$ cat src/rtl/booth_seq_multiplier.sv
// Sequential radix-2 Booth multiplier: one Booth step per cycle, start/done handshake.
// Optional MUL_EARLY_OUT_EN retires the remaining no-op steps with one barrel shift.
module booth_seq_multiplier #(
    parameter int unsigned WIDTH = 33,
    localparam int unsigned PW = 2 * WIDTH - 2
) (
    input  logic             i_clk,
    input  logic             i_rst,
    input  logic             i_start,
    input  logic [WIDTH-1:0] i_a,
    input  logic [WIDTH-1:0] i_b,
    output logic [PW-1:0]    o_c,
    output logic             o_done,
    output logic             o_busy
);

    localparam int unsigned CW = $clog2(WIDTH + 1);
    localparam int unsigned VW = 2 * WIDTH + 2;

    typedef enum logic [1:0] {StIdle, StBusy, StDone} state_t;

    state_t           state_q, state_d;
    logic [WIDTH-1:0] m_q, m_d;
    logic [WIDTH:0]   acc_q, acc_d;
    logic [WIDTH-1:0] q_q, q_d;
    logic             q1_q, q1_d;
    logic [CW-1:0]    cnt_q, cnt_d;
    logic [PW-1:0]    c_q, c_d;

    logic [WIDTH:0]   m_ext;
    logic [WIDTH:0]   sum;
    logic [VW-1:0]    step_vec;

    assign m_ext = {m_q[WIDTH-1], m_q};

    always_comb begin
        sum = acc_q;
        case ({q_q[0], q1_q})
            2'b10:   sum = acc_q - m_ext;
            2'b01:   sum = acc_q + m_ext;
            default: sum = acc_q;
        endcase
        // {A,Q,q_1} shifted right arithmetically after the add/subtract
        step_vec = {sum[WIDTH], sum, q_q};
    end

`ifdef MUL_EARLY_OUT_EN
    logic [WIDTH-1:0] rem_mask;
    logic             early_hit;
    logic signed [VW-1:0] cur_vec;
    logic [VW-1:0]    early_vec;

    always_comb begin
        rem_mask  = ~({WIDTH{1'b1}} << cnt_q);
        // Unscanned multiplier bits plus q_1 all equal: every remaining pair is 00 or 11
        early_hit = (((q_q & rem_mask) == '0) && !q1_q) ||
                    (((q_q & rem_mask) == rem_mask) && q1_q);
        cur_vec   = {acc_q, q_q, q1_q};
        early_vec = cur_vec >>> cnt_q;
    end
`endif

    always_comb begin
        state_d = state_q;
        m_d     = m_q;
        acc_d   = acc_q;
        q_d     = q_q;
        q1_d    = q1_q;
        cnt_d   = cnt_q;
        c_d     = c_q;

        unique case (state_q)
            StIdle, StDone: begin
                state_d = StIdle;
                if (i_start) begin
                    m_d     = i_a;
                    acc_d   = '0;
                    q_d     = i_b;
                    q1_d    = 1'b0;
                    cnt_d   = CW'(WIDTH);
                    state_d = StBusy;
                end
            end
            StBusy: begin
`ifdef MUL_EARLY_OUT_EN
                if (early_hit) begin
                    {acc_d, q_d, q1_d} = early_vec;
                    cnt_d   = '0;
                    c_d     = early_vec[PW:1];
                    state_d = StDone;
                end else begin
`else
                begin
`endif
                    {acc_d, q_d, q1_d} = step_vec;
                    cnt_d = cnt_q - CW'(1);
                    if (cnt_q == CW'(1)) begin
                        c_d     = step_vec[PW:1];
                        state_d = StDone;
                    end
                end
            end
            default: state_d = StIdle;
        endcase
    end

    always_ff @(posedge i_clk or posedge i_rst) begin
        if (i_rst) begin
            state_q <= StIdle;
            m_q     <= '0;
            acc_q   <= '0;
            q_q     <= '0;
            q1_q    <= 1'b0;
            cnt_q   <= '0;
            c_q     <= '0;
        end else begin
            state_q <= state_d;
            m_q     <= m_d;
            acc_q   <= acc_d;
            q_q     <= q_d;
            q1_q    <= q1_d;
            cnt_q   <= cnt_d;
            c_q     <= c_d;
        end
    end

    assign o_c    = c_q;
    assign o_done = (state_q == StDone);
    assign o_busy = (state_q == StBusy);

endmodule

$ cat config.mk
export PLATFORM = sky130hd
export DESIGN_NAME = booth_seq_multiplier
export DESIGN_NICKNAME = d
export VERILOG_FILES = /design/src/rtl/booth_seq_multiplier.sv
export SDC_FILE = /design/constraint.sdc
export NUM_CORES = 1
export LEC_CHECK = 0
export ABC_AREA = 1
export BUFFER_PORTS_ARGS = -buffer_cell sky130_fd_sc_hd__buf_2
export CORE_MARGIN = 3
export CORE_UTILIZATION = 59
export CTS_CLUSTER_DIAMETER = 80
export DETAILED_ROUTE_END_ITERATION = 10
export GPL_TIMING_DRIVEN = 0
export HOLD_SLACK_MARGIN = 0.08
export PLACE_DENSITY = 0.81
export SYNTH_ARGS = -nofsm -noshare
export SYNTH_HDL_FRONTEND = slang
export SYNTH_SLANG_ARGS = --single-unit
$ cat constraint.sdc
create_clock -name i_clk -period 8.44 [get_ports i_clk]
set_input_delay 2.532 -clock i_clk [delete_from_list [all_inputs] [get_ports i_clk]]
set_output_delay 2.532 -clock i_clk [all_outputs]
set_load 0.05 [all_outputs]
# Yosys cells after proc, flatten, opt, wreduce, memory -nomap -nowiden
# Cells that the tools add are included.
totals:
  reg_bits: 173
  input_bits: 69
classes:
  addsub: 3
  n_eq_ne: 7
  muxes: 12
  reduce_logical: 6
op_table:
  columns: ["op", "count"]
  rows:
  - ["$pmux 34 s2", 2]
  - ["$pmux 33 s2", 1]
  - ["$add 34x34->34", 1]
  - ["$mux 34", 1]
  - ["$sub 34x34->34", 1]
  - ["$mux 33", 1]
  - ["$pmux 6 s2", 1]
  - ["$eq 6x1->1 const B", 1]
  - ["$mux 6", 1]
  - ["$reduce_and 2->1", 3]
  - ["$sub 6x1->6 const B", 1]
  - ["$eq 2x1->1 const B", 2]
  - ["$eq 2x2->1 const B", 2]
  - ["$pmux 2 s2", 1]
  - ["$logic_not 2->1", 1]
  - ["$mux 1", 2]
  - ["$mux 2", 1]
  - ["$ne 2x1->1 const B", 1]
  - ["$ne 2x2->1 const B", 1]
  - ["$pmux 1 s2", 1]
  - ["$reduce_bool 2->1", 1]
  - ["$reduce_or 2->1", 1]

# Logic depth before layout (Yosys ltp)
# Gate-level depths: netlist of the first run.
depth:
  depth_word: 4
  mapped_depth: 24
  mapped_depth_nobuf: 24

# Least setup slack after synthesis of the first run
# OpenSTA, ideal clock, no wires.
synth_path:
  kind: "register to output"
  start: "reg state_q[1]"
  end: "out o_done"
  arrival_time_ps: 1058
  slack_ps: 4850
  stages_incl_launch_ff: 3
  n_path_buf: 0
  cell_sequence: "dfrtp_1 inv_1 nor2_1"
synth_between:
  elab_chain_cells: 1
synth_lines:
  columns: ["element", "line", "rtl"]
  rows:
  - ["start: declaration", "22", "state_t state_q, state_d;"]
  - ["start signal: assignment", "109", "state_q <= StIdle;"]
  - ["start signal: assignment", "117", "state_q <= state_d;"]
  - ["$eq 2x2->1", "128", "assign o_done = (state_q == StDone);"]
  - ["end: declaration", "13", "output logic o_done,"]
# No other way between the ends.

# Worst setup path in the final report of the first run
layout_path:
  start: "reg state_q[1]"
  end: "out o_busy"
layout_between:
  elab_chain_cells: 1
layout_lines:
  columns: ["element", "line", "rtl"]
  rows:
  - ["$eq 2x1->1", "129", "assign o_busy = (state_q == StBusy);"]
  - ["end: declaration", "14", "output logic o_busy"]
# No other way between the ends.

==> impl_metrics.env, run 1 <==
export IMPL_slew_violations=0
export IMPL_hold_path_depth=2
export IMPL_cp_max_fo=10
export IMPL_holdPathEnd="o_c[52]"
export IMPL_layout_nets=1677
export IMPL_synth_area_leaders="dfrtp_1, nand2_1, inv_1"
export IMPL_yosys_warnings=0
export IMPL_synthDistinctLibCells=41
export IMPL_synth_nets=1523
export IMPL_grt_pass1_wl_um=45500
export IMPL_r2r_end="acc_q[31]"
export IMPL_vias=9717
export IMPL_numCtsBuffers=17
export IMPL_met1Wirelength_um=13300
export IMPL_maxCapViolCount=0
export IMPL_skew_ps=12.9
export IMPL_crit_required_ps=5910
export IMPL_port_buffers=134
export IMPL_drt_total_wl_um=28200
export IMPL_area_growth_pct=15.1
export IMPL_synth_commonest_cells="nand2_1, inv_1, dfrtp_1"
export IMPL_relSlewSlack_pct=44.5
export IMPL_dp_hpwl_um=21800
export IMPL_async_reset_ff_share_pct=100
export IMPL_r2r_cells=22
export IMPL_placed_cells=1771
export IMPL_io_pins=135
export IMPL_tritoncts="yes"
export IMPL_core_um2=16800
export IMPL_grt_max_degree=116
export IMPL_cts_repair_resized=0
export IMPL_drtAntennaViolNets=0
export IMPL_synth_edff_count=0
export IMPL_tightest_slew_ps=832
export IMPL_die_w_um=138
export IMPL_rows=47
export IMPL_wl_met2_um=12400
export IMPL_layout_drive_gt1_share_pct=14.3
export IMPL_ys_seq_elements=172
export IMPL_end_kind="output port"
export IMPL_hold_violations=0
export IMPL_setup_viol=0
export IMPL_ff2ff_setup_slack_ps=4830
export IMPL_synth_largest_area_cell="dfrtp_1"
export IMPL_grt_pass1_vias=9124
export IMPL_gp_congestion=0.956
export IMPL_period_minus_slack_ps=4340
export IMPL_cts_setup_buffers=0
export IMPL_setup_worst_path_start_class="flop"
export IMPL_netlist_instances=1416
export IMPL_avgSynthCellArea_um2=7.26
export IMPL_synthesis_area_um2=10300
export IMPL_cts_hold_buf=0
export IMPL_cts_clk_slew_worst_paths_ps=70
export IMPL_synth_ff_type="dfrtp_1"
export IMPL_h_tree_depth=4
export IMPL_netlist_area_leader_share_pct=41.9
export IMPL_clock_path_buffers=2
export IMPL_top_layer_used="met4"
export IMPL_rsz0062_at_grt="false"
export IMPL_drcViolationCount=0
export IMPL_clk_latency_ps=440
export IMPL_clockRootBuffer="clkbuf_16"
export IMPL_viasPerCell=5.39
export IMPL_wire_per_inst_um=15.6
export IMPL_initialDrtViolationCount=854
export IMPL_critPathArrivalTime_ps=1800
export IMPL_n_antenna_cell=0
export IMPL_fin_crit_sh_pct=51.4
export IMPL_die_h_um=138
export IMPL_max_clock_freq_mhz=231
export IMPL_antenna_found_initial=0
export IMPL_hp_start="o_c[52]"
export IMPL_post_route_util_pct=70.4
export IMPL_setup_worst_path_class="flop to output port"
export IMPL_yosysMostFrequentCell="nand2_1"
export IMPL_start_util_pct=61.1
export IMPL_dr_pass1_iters=6
export IMPL_status="complete, no violations"
export IMPL_globalRouteOverflowTotal=0
export IMPL_hold_class="flop to flop"
export IMPL_yosysSeqAreaShare_pct=41.9
export IMPL_die_area_um2=19000
export IMPL_grt_use_total_pct=30.8
export IMPL_dr_wl_met3_um=1860
export IMPL_r2r_start="m_q[0]"
export IMPL_fin_cells=1802
export IMPL_cts_sinks=172
-- worst max-delay path, stage by stage, from the launching register on --
cell	delay, ps
dfrtp_1	460
nor2_4	310
buf_2	280
buf_2	300
-- kinds of logic after synthesis --
kind of cell	count (synthesis)	share of synthesized area [%]
and+or+nand+nor	740	29.6
xor gates and xnor gates	45	3.83
muxes	4	0.390
AOI/OAI and AO/OA	180	10.6
adders and majority gates	38	4.70
DFF	172	41.9
buffers and inverters	237	8.96
-- worst max path at each step --
stage,from,to,slack (ps),depth (start not counted)
floorplan,i_rst,acc_q[0],1250,1
global placement,i_rst,m_q[26],-520,2
detailed placement,i_start,m_q[0],4510,6
CTS,state_q[1],o_busy,4130,3
global route,state_q[1],o_busy,4070,3
finish,state_q[1],o_busy,4100,3
-- cells in the final DEF (no fill, tap or decap), types with 6 or more instances in the layout --
master | netlist | routed
ha_1 | 37 | 37
clkbuf_1 | 28 | 28
nand2_1 | 535 | 535
nand3b_1 | 6 | 6
or2_2 | 10 | 10
o221ai_1 | 32 | 32
clkbuf_16 | 0 | 17
a21oi_1 | 31 | 31
o21ai_1 | 35 | 35
dfrtp_1 | 172 | 172
nand3_1 | 73 | 73
xor2_1 | 28 | 28
nor3_1 | 11 | 11
o21ai_0 | 59 | 59
buf_2 | 16 | 150
inv_1 | 184 | 183
o211ai_1 | 7 | 7
nand2_2 | 6 | 6
xnor2_1 | 17 | 17
nor2_1 | 77 | 77
-- through the flow --
stage / setup slack, ps / hold WS (ps) / cell area, um^2 / setup TNS (ps)
after floorplan: 1250 / 453 / 10300 / 0
after global placement: -518 / 454 / 11200 / -85590
after detailed placement: 4510 / 460 / 11300 / 0
after CTS: 4130 / 478 / 11800 / 0
after global routing: 4070 / 497 / 11800 / 0
final: 4100 / 472 / 11800 / 0
-- area by class of cell --
class,instances,area [um^2]
clock inverters,14,150
repair buffers,135,698
inverters,189,717
well taps,220,275
plain buffers,48,211
clock buffers,17,425
flip-flops and latches,172,4300
multi-input cells,1007,5050
fillers,1460,4980
-- metal layers --
metal	up-vias	GRT usage (%)
met5	-	0
met4	0	8.89
met3	52	4.83
met2	339	47.7
met1	4541	45.1
li1	4785	-
-- sequential cells by signal (all words and copies together) (netlist names) --
signal and count:
acc_q 33, cnt_q 6, m_q 33, o_c 64, q1_q 1, q_q 33
state_q 2
Power of run 1 is left out: the tool's default activity adds up to more than one toggle a clock period on the data nets, which glitch-free logic cannot reach.
==> run 2, diff against run 1 <==
Settings changed: ABC_AREA 1 to 0, CORE_UTILIZATION 59 to 58.
Clock period 8.44 ns to 4.1 ns, I/O delays scaled along.
==> run 2 against run 1 <==
  * The run now ends with negative setup slack left
  * Clock skew rose by 4.0 ps
  * Sequential cell count is the same
  * Register-to-register slack got worse by 5000 ps
  * Worst hold slack got worse by 1.4 ps
  * First-iteration DRC count shrank 6.1%
  * Final cell count down 16%
  * Wire length shrank 4.9%
  * Area after synthesis decreased by 8.8%
  * Non-clock buffer count rose by 30
  * Die area down 6.9%
  * Critical path depth rose by 13
  * Largest cell class unchanged
==> impl_metrics.env, run 2 <==
export IMPL_status="complete, but fails checks"
export IMPL_violations="negative setup slack"
export IMPL_top_layer_used="met4"
export IMPL_hold_class="flop to flop"
export IMPL_largest_reg_flops=64
export IMPL_cp_max_fo=5
export IMPL_viasPerCell=5.85
export IMPL_port_buffers=134
export IMPL_dr_wl_met3_um=2120
export IMPL_r2r_end="acc_q[32]"
export IMPL_synth_commonest_cells="nand2_1, dfrtp_1, nor2_1, o21ai_0, a21oi_1"
export IMPL_grt_pass1_vias=8364
export IMPL_drt_total_wl_um=26800
export IMPL_setup_worst_path_class="flop to flop"
export IMPL_globalRouteOverflowTotal=0
export IMPL_cts_clk_slew_worst_paths_ps=70
export IMPL_wire_per_inst_um=17.7
export IMPL_setup_worst_path_start_class="flop"
export IMPL_synthesis_area_um2=9380
export IMPL_clockRootBuffer="clkbuf_16"
export IMPL_final_common_cell="nand2_1"
export IMPL_netlist_instances=1114
export IMPL_hp_start="o_c[10]"
export IMPL_netlist_area_leader_share_pct=45.9
export IMPL_setup_viol=4
export IMPL_slowest_stage="or4_4"
export IMPL_synth_ff_type="dfrtp_1"
export IMPL_grt_use_total_pct=30.3
export IMPL_r2r_start="m_q[13]"
export IMPL_wl_met2_um=12600
export IMPL_synthDistinctLibCells=56
export IMPL_h_tree_depth=4
export IMPL_crit_required_ps=4420
export IMPL_avgSynthCellArea_um2=8.42
export IMPL_initialDrtViolationCount=802
export IMPL_period_minus_slack_ps=4220
export IMPL_antenna_found_initial=0
export IMPL_n_antenna_cell=0
export IMPL_die_w_um=133
export IMPL_skew_ps=16.8
export IMPL_yosysSeqAreaShare_pct=45.9
export IMPL_synth_edff_count=0
export IMPL_slew_violations=0
export IMPL_ys_seq_elements=172
export IMPL_synth_largest_area_cell="dfrtp_1"
export IMPL_grt_pass1_wl_um=43100
export IMPL_layout_nets=1394
export IMPL_die_area_um2=17700
export IMPL_rows=45
export IMPL_drtAntennaViolNets=0
export IMPL_area_growth_pct=22.0
export IMPL_layout_drive_gt1_share_pct=20.1
export IMPL_synth_nets=1221
export IMPL_relSlewSlack_pct=39.4
export IMPL_hold_violations=0
export IMPL_yosysMostFrequentCell="nand2_1"
export IMPL_r2r_cells=16
export IMPL_rsz0062_at_grt="true"
export IMPL_numCtsBuffers=17
export IMPL_drcViolationCount=0
export IMPL_tritoncts="yes"
export IMPL_core_um2=15500
export IMPL_clock_path_buffers=2
export IMPL_fin_crit_sh_pct=103
export IMPL_io_pins=135
export IMPL_die_h_um=133
export IMPL_async_reset_ff_share_pct=100
export IMPL_tightest_slew_ps=909
export IMPL_most_common_layout_cells="nand2_1, dfrtp_1, buf_2"
export IMPL_end_kind="flop"
export IMPL_cp_slowest_stage_delay_ps=590
export IMPL_yosys_warnings=0
export IMPL_fin_area_um2=11400
export IMPL_holdPathEnd="o_c[10]"
export IMPL_clk_latency_ps=440
export IMPL_maxCapViolCount=0
export IMPL_path_cells="or4_4 > or3_4 > or4_4 > nor4_4 > a21oi_1 > xor2_1 > ha_4 > o21ai_0 > nor2_1 > a211oi_2 > a21oi_2 > a211oi_2 > o41ai_2 > xnor2_1 > mux2i_1 > nand2_1"
export IMPL_met1Wirelength_um=11400
export IMPL_hold_path_depth=2
export IMPL_grt_max_degree=44
export IMPL_worst_slack_ps=-125
export IMPL_synth_area_leaders="dfrtp_1, nand2_1, ha_1"
export IMPL_start_util_pct=60.6
export IMPL_vias=8838
export IMPL_gp_congestion=0.932
export IMPL_dp_hpwl_um=19200
export IMPL_cts_sinks=172
export IMPL_placed_area_um2=10400
export IMPL_dr_pass1_iters=6
export IMPL_critPathArrivalTime_ps=4540
export IMPL_max_clock_freq_mhz=237
export IMPL_ff2ff_setup_slack_ps=-120
run 2: cell types whose count changed after synthesis, sizes merged, moves of 16 or more:
cell    previous run  this run
a21oi             32        69
a22oi              1        31
clkbuf            28        47
inv              189        23
nand2            541       356
nand3             77        14
nor2              86        70
o21ai             96        70
o221ai            32         2
run 2: worst max path at each step:
stage               startpoint        end  slack (ps)  depth (start not counted)
floorplan              m_q[13]  acc_q[32]          20                         16
global placement       m_q[13]  acc_q[32]        -390                         16
detailed placement      m_q[5]  acc_q[32]        -420                         17
CTS                    m_q[13]  acc_q[32]        -160                         17
global route           m_q[15]  acc_q[32]        -280                         16
finish                 m_q[13]  acc_q[32]        -120                         16
run 2: kinds of logic after synthesis:
group | Yosys count | synth area share, %
xor gates and xnor gates | 60 | 5.60
DFF | 172 | 45.9
muxes | 13 | 1.43
AOI/OAI and AO/OA | 246 | 16.3
buffers and inverters | 83 | 3.40
and+or+nand+nor | 502 | 22.2
adders and majority gates | 38 | 5.15
run 2: through the flow:
stage / setup TNS (ps) / hold WS [ps] / setup WS (ps) / utilization (%) / std cells
2_1_floorplan: 0 / 446 / 15.9 / - / 1114
3_3_place_gp: -60000 / 452 / -390 / 66.7 / 1459
3_5_place_dp: -2580 / 457 / -420 / 67.2 / 1463
4_1_cts: -258 / 475 / -156 / 72.3 / 1504
5_1_grt: -1730 / 488 / -283 / 73.9 / 1511
6_report: -241 / 471 / -125 / 73.9 / 1511
run 2: cell type report:
cell class                      instances  area [um^2]
Buffer                                 53          219
Clock buffer                           17          425
Clock inverter                         15          184
Fill cell                            1200         4050
Inverter                               24         93.8
Multi-Input combinational cell        859         5030
Sequential cell                       172         4300
Tap cell                              211          264
Timing Repair Buffer                  160          920
run 2: metal layers:
layer	global-route usage, %	up-vias
met2	48.3	401
met1	42.5	4245
met5	0	-
li1	-	4133
met3	6.19	59
met4	8.51	0
run 2: worst max-delay path: cells and delay by family (launching register included):
| kind | cells | cell delay (ps) |
|---|---|---|
| muxes | 1 | 220 |
| xor gates and xnor gates | 2 | 490 |
| adders and majority gates | 1 | 270 |
| AOI/OAI and AO/OA | 6 | 900 |
| DFF | 1 | 380 |
| and+or+nand+nor | 6 | 1860 |
run 2: repair_timing:
item                       CTS  global route
hold buffers                 0             0
pin swaps                   20            24
resized for setup           25            54
setup endpoints to repair   21            29
cloned                       0             0
setup buffers               12            10
Power of run 2 is left out for the same reason.
